===== src/rtl/pipeline_pkg.sv =====
// Shared pipeline constants and the fetch-stage state encoding.
package pipeline_pkg;

    localparam logic [31:0] NOP_INSN   = 32'h0000_0013;  // addi x0, x0, 0
    localparam int          INSN_BYTES = 4;

    typedef enum logic [1:0] {
        REQ,
        WAIT,
        DRAIN
    } fetch_state_t;

endpackage


===== src/rtl/fetch_hold_buf.sv =====
// One-entry {pc, inst} buffer between instruction memory and the IF/ID register.
module fetch_hold_buf
    import pipeline_pkg::*;
#(
    parameter int PC_WIDTH = 64
) (
    input  logic                clk,
    input  logic                rst,
    input  logic                load,
    input  logic [PC_WIDTH-1:0] load_pc,
    input  logic [31:0]         load_inst,
    input  logic                consume,
    input  logic                clear,
    output logic [PC_WIDTH-1:0] hold_pc,
    output logic [31:0]         hold_inst,
    output logic                valid
);

    // clear beats load so a redirect never lets a stale word through
    always_ff @(posedge clk or posedge rst) begin
        if (rst) begin
            valid     <= 1'b0;
            hold_pc   <= '0;
            hold_inst <= NOP_INSN;
        end else begin
            if (clear)        valid <= 1'b0;
            else if (load)    valid <= 1'b1;
            else if (consume) valid <= 1'b0;

            if (load && !clear) begin
                hold_pc   <= load_pc;
                hold_inst <= load_inst;
            end
        end
    end

endmodule


===== src/rtl/if_fetch_unit.sv =====
// Instruction-fetch stage: owns the PC, issues single outstanding imem requests,
// buffers the returned word for IF/ID and handles EX redirects.
module if_fetch_unit
    import pipeline_pkg::*;
#(
    parameter int                   PC_WIDTH = 64,
    parameter logic [PC_WIDTH-1:0]  RESET_PC = '0
) (
    input  logic                clk,
    input  logic                rst,
    input  logic                stall,
    input  logic                redirect_valid,
    input  logic [PC_WIDTH-1:0] redirect_pc,
    output logic                imem_req_valid,
    output logic [PC_WIDTH-1:0] imem_req_addr,
    input  logic                imem_req_ready,
    input  logic                imem_resp_valid,
    input  logic [31:0]         imem_resp_data,
    output logic [PC_WIDTH-1:0] PC_out,
    output logic [31:0]         instruction_out,
    output logic                inst_valid
);

    fetch_state_t        state, state_nx;
    logic [PC_WIDTH-1:0] pc_q, inflight_pc, redirect_tgt;
    logic [PC_WIDTH-1:0] hold_pc;
    logic [31:0]         hold_inst;
    logic                hold_valid, consume, hold_free;
    logic                req_hs, resp_load;

    assign redirect_tgt = {redirect_pc[PC_WIDTH-1:2], 2'b00};
    assign consume      = hold_valid & ~stall;
    assign hold_free    = ~hold_valid | consume;
    assign req_hs       = imem_req_valid & imem_req_ready;

    always_ff @(posedge clk or posedge rst) begin
        if (rst) state <= REQ;
        else     state <= state_nx;
    end

    always_comb begin
        state_nx       = state;
        imem_req_valid = 1'b0;
        imem_req_addr  = pc_q;
        resp_load      = 1'b0;
        case (state)
            REQ: begin
                // only ask when the hold slot will be free for the answer
                imem_req_valid = hold_free & ~rst;
                if (redirect_valid)
                    state_nx = (imem_req_valid & imem_req_ready) ? DRAIN : REQ;
                else if (imem_req_valid & imem_req_ready)
                    state_nx = WAIT;
            end
            WAIT: begin
                if (imem_resp_valid) begin
                    resp_load = ~redirect_valid;
                    state_nx  = REQ;
                end else if (redirect_valid) begin
                    state_nx = DRAIN;
                end
            end
            DRAIN: begin
                if (imem_resp_valid) state_nx = REQ;
            end
            default: state_nx = REQ;
        endcase
    end

    always_ff @(posedge clk or posedge rst) begin
        if (rst) begin
            pc_q        <= RESET_PC;
            inflight_pc <= '0;
        end else begin
            if (req_hs)
                inflight_pc <= pc_q;
            if (redirect_valid)
                pc_q <= redirect_tgt;
            else if (req_hs)
                pc_q <= pc_q + PC_WIDTH'(INSN_BYTES);
        end
    end

    fetch_hold_buf #(.PC_WIDTH(PC_WIDTH)) u_hold (
        .clk       (clk),
        .rst       (rst),
        .load      (resp_load),
        .load_pc   (inflight_pc),
        .load_inst (imem_resp_data),
        .consume   (consume),
        .clear     (redirect_valid),
        .hold_pc   (hold_pc),
        .hold_inst (hold_inst),
        .valid     (hold_valid)
    );

    assign PC_out          = hold_pc;
    assign instruction_out = hold_valid ? hold_inst : NOP_INSN;
    assign inst_valid      = hold_valid;

endmodule


===== config.mk =====
export PLATFORM = sky130hd
export DESIGN_NAME = if_fetch_unit
export DESIGN_NICKNAME = d
export VERILOG_FILES = /design/src/rtl/pipeline_pkg.sv /design/src/rtl/fetch_hold_buf.sv /design/src/rtl/if_fetch_unit.sv
export SDC_FILE = /design/constraint.sdc
export NUM_CORES = 1
export LEC_CHECK = 0
export CORE_MARGIN = 8
export CORE_UTILIZATION = 44
export DETAILED_ROUTE_END_ITERATION = 10
export PLACE_DENSITY_LB_ADDON = 0.2
export SETUP_SLACK_MARGIN = 0.05
export SLEW_MARGIN = 40
export SYNTH_ARGS = -nofsm -noshare
export SYNTH_HDL_FRONTEND = slang
export SYNTH_SLANG_ARGS = --single-unit

===== constraint.sdc =====
create_clock -name clk -period 7.8 [get_ports clk]
set_clock_uncertainty 0.05 [all_clocks]
set_input_delay 1.95 -clock clk [delete_from_list [all_inputs] [get_ports clk]]
set_output_delay 1.95 -clock clk [all_outputs]
set_load 0.02 [all_outputs]

==> results list <==
- Result of the run: finished clean
- Data required time of the worst path: around 5.8 ns
- FF-to-FF End: imem_req_addr[56]
* Slowest stage delay, CP: 0.72 ns
* CP max FO: 6
* Buffers from clock root to sink, at most: 3
* Quantity of I/O buffers inserted on ports: 257
- Slowest cell on the critical path: sky130_fd_sc_hd__clkdlybuf4s50_1
* Design area: ~14,000 µm²
* Hold Fails Final Rpt: 0
* Via density per instance: 5.405
- Post-Route Setup TNS: 0 ns
- The most used flip-flop cell after synthesis is sky130_fd_sc_hd__dfrtp_1.
- By area, the combinational part of the netlist is dominated by simple AND/OR/NAND/NOR gates.
- Measured against its own limit, the worst slew margin works out to 0.4288.
- Worst setup timing slack at the placement stage: 1.989 ns
- Area of the die: 28,070 µm²
- Min cycle time layout: ~5.8 ns
* Sinks on the clock net: around 220
- Count of warnings emitted by yosys: 0
* Buffer type at the clock tree root: sky130_fd_sc_hd__clkbuf_16
* Routed vias: about 8,000
- Dividing total power by cell area gives a power density of approximately 270 nW/µm².
* Count of distinct cell types in the synthesized netlist: 56
* Cell Area, Placed: roughly 13,000 µm²
- In the global route stage, overall resource usage came out at 0.2055.
- The completed layout was analyzed and its total power is 3.681 mW.
- The share of synthesized area in the top cell type comes to 0.5399.
* Core Area: ~23,000 µm²
- Antenna-violating nets left: 0
- The startpoint identified for the worst hold timing path is inflight_pc[4].
* CTS Hold Buffers Added: 0
- After detailed routing, the number of remaining DRC violations is 0.
- The compound-gate portion of the synthesized area is 0.06340.
- CTS built an H-tree with a depth of 1.
- Register-to-register setup slack: between 4 and 5 ns
- Cell with the most instances after synthesis: sky130_fd_sc_hd__nand2_1
- 0 antenna diodes ended up in the layout.
- Entering global routing, the biggest net connects between 70 and 80 pins.
- DR WL/cell: 19.36 µm
- Setup repair after global routing left no endpoint under its margin.
- Sequence of cells on the critical path: clkdlybuf4s50_1, a2111oi_4, clkdlybuf4s50_1
- Adder-Cell Fraction of Synth Area: 0.001238
- The setup path with the least slack is of type input port to output pin.
* Sequential cell area fraction in the yosys report: 0.5477
* Total wirelength of the detailed-routed design: a little under 30,000 µm
- Highest attainable clock frequency: between 0.15 and 0.2 GHz
* Number of clock buffers inserted by TritonCTS: 25
* Hold-critical path depth: 2
* CP Data Arrival Time: 3.80 ns
* First-pass detailed-route iteration total: 5
* Actual transition at the worst max-transition pin: roughly 0.85 ns
- After synthesis, the share of flip-flops with an asynchronous set or reset is 1.000.
- Layout overhead on the synthesized area: 35.61%
- Detailed Route Iter0 Violations: just over 600
* Number of core rows: 55
* Setup crit end kind: output pin
- For the worst flop-to-flop path, the logic depth is 5.
- The largest total area in the synthesized netlist belongs to sky130_fd_sc_hd__dfrtp_1.
- Count of buffers added by post-CTS timing repair for setup: 0
- Slew Viols, Final: 0
- Largest cells by area after synthesis: sky130_fd_sc_hd__dfrtp_1 54%, sky130_fd_sc_hd__mux2_2 11%, sky130_fd_sc_hd__nand2_1 9.2%
- Horizontal die dimension: 167.5 µm
- IR drop worst, VDD: approximately 0.20 mV
- Initial antenna violation count: 4
* Worst hold path class: register to register
- The net count of the finished layout is roughly 1,300.
- Cells after Synth: 975
- Summed over all layers, the global routing overflow is 0.
- The congestion estimate from routability-driven global placement came to about 0.82.
- Measured along the y axis, the die boundary spans between 150 and 200 µm.
- In this design, the largest share of critical-path delay is due to buffers and inverters.
* Number of enable flip-flop cells after synthesis: 0
- Final worst path period share: 0.7430
* Number of buffers and inverters on the critical path: 2
* Clock transition at the registers of the reported paths: around 0.050 ns
- Final-report setup violation count: 0
- The via count of the first global-routing pass is roughly 8,200.
- For this configuration, the core starts out at a cell density of 0.4477.
- Hold is met by 0.4162 ns.
- Multiplexer share of the synthesized area: 0.1101
- After synthesis the cells add up to 10,100 µm².
* Wire length of the first global-routing pass: 46,620 µm
- The worst register-to-register path begins at u_hold.valid.
* Number of flip-flops and latches in the synthesized netlist: roughly 220
- Of the total synthesized cell area, the portion taken by XOR and XNOR cells is 0.02687.
- Of the total synthesized cell area, the portion taken by AND, OR, NAND and NOR gates is 0.2241.
- Cell repeated most along the worst path: sky130_fd_sc_hd__clkdlybuf4s50_1
* Clock latency of the later-clocked register in the worst-skew pair: a little over 0.5 ns
- The average instance in the mapped netlist occupies roughly 10 µm².
- Across the run, the number of max-cap violations was 0.
- TritonCTS built the clock tree.
- I/O pin total: ~260
* Type of origin of the critical path: input port
- Share of final-layout standard cells stronger than drive strength 1: 0.1329
- The number of gates resized after CTS was 0.
- DPL Wire Length: approximately 21,000 µm
- Most numerous cell types in the synthesized netlist: 247 x sky130_fd_sc_hd__nand2_1, 218 x sky130_fd_sc_hd__dfrtp_1, 97 x sky130_fd_sc_hd__mux2_2
* Leakage Power: about 6 nW
* Destination of the worst hold path: inflight_pc[4]
- Final setup margin: between 2 and 2.5 ns
worst max path at each step:
stage | start | endpoint | slack, ns | cells after the start
2_1_floorplan | rst | imem_req_addr[10] | 2.92 | 1
3_3_place_gp | rst | imem_req_valid | 2.00 | 3
3_5_place_dp | rst | imem_req_valid | 1.99 | 3
4_1_cts | rst | imem_req_valid | 1.98 | 3
5_1_grt | rst | imem_req_valid | 1.92 | 3
6_report | rst | imem_req_valid | 2.00 | 3
report_power, final:
group | total, mW | internal, mW | switching [mW] | leakage (nW)
clock network | 1.13 | 0.676 | 0.450 | 0.383
logic | 0.942 | 0.491 | 0.451 | 2.74
registers | 1.61 | 1.43 | 0.186 | 2.76
routing by layer:
layer	vias to the layer above	wire (µm)	track usage
li1	3892	-	-
met1	3984	13180	0.2755
met2	275	13260	0.3230
met3	51	2387	0.05996
met4	8	535	0.05047
met5	-	46	0
state kept, by name, indices dropped and copies added, names as in the netlist:
register,flops
inflight_pc,62
u_hold.hold_inst,32
u_hold.hold_pc,62
u_hold.valid,1
imem_req_addr,62
state,2
worst register-to-register path, delay by kind of cell, from the launching register on:
| kind | cells | cell delay [ns] |
|---|---|---|
| flip-flops | 1 | 0.62 |
| AO/OA/AOI/OAI | 2 | 0.80 |
| AND/OR/NAND/NOR | 3 | 1.66 |
cell families after synthesis:
kind of cell / after synthesis
fa+ha+maj: 1
compound gates: 97
mux: 99
simple gates: 465
other cells: 1
flops: 221
buf+inv: 60
xor+xnor: 31
placed cells by master, fill, tap and decap left out, types with 17 or more instances in the layout:
cell,netlist,layout
sky130_fd_sc_hd__a31oi_1,17,17
sky130_fd_sc_hd__and2_1,33,33
sky130_fd_sc_hd__clkbuf_16,0,25
sky130_fd_sc_hd__clkdlybuf4s50_1,0,256
sky130_fd_sc_hd__dfrtp_1,218,217
sky130_fd_sc_hd__mux2_2,97,97
sky130_fd_sc_hd__nand2_1,247,246
sky130_fd_sc_hd__nand3_1,28,28
sky130_fd_sc_hd__nand4_1,33,33
sky130_fd_sc_hd__nor2_1,36,36
sky130_fd_sc_hd__nor4_1,17,17
sky130_fd_sc_hd__o21ai_0,43,43
sky130_fd_sc_hd__xnor2_1,21,21
stage by stage:
stage	std cells	utilization
finish	1519	0.6071
floorplan	978	-
global placement	1474	0.5701
detailed placement	1476	0.5725
global route	1519	0.6071
CTS	1519	0.6069
layout make-up:
| cell class | instances | area (µm²) |
|---|---|---|
| clock buffer | 36 | 686.9 |
| clock inverter | 7 | 91.34 |
| fill | 1918 | 8869 |
| inverter | 6 | 26.28 |
| multi-input combinational | 697 | 4324 |
| sequential | 221 | 5535 |
| tap | 285 | 356.6 |
| timing repair buffer | 267 | 2683 |
Note: power is estimated with default switching activity, not from simulation.
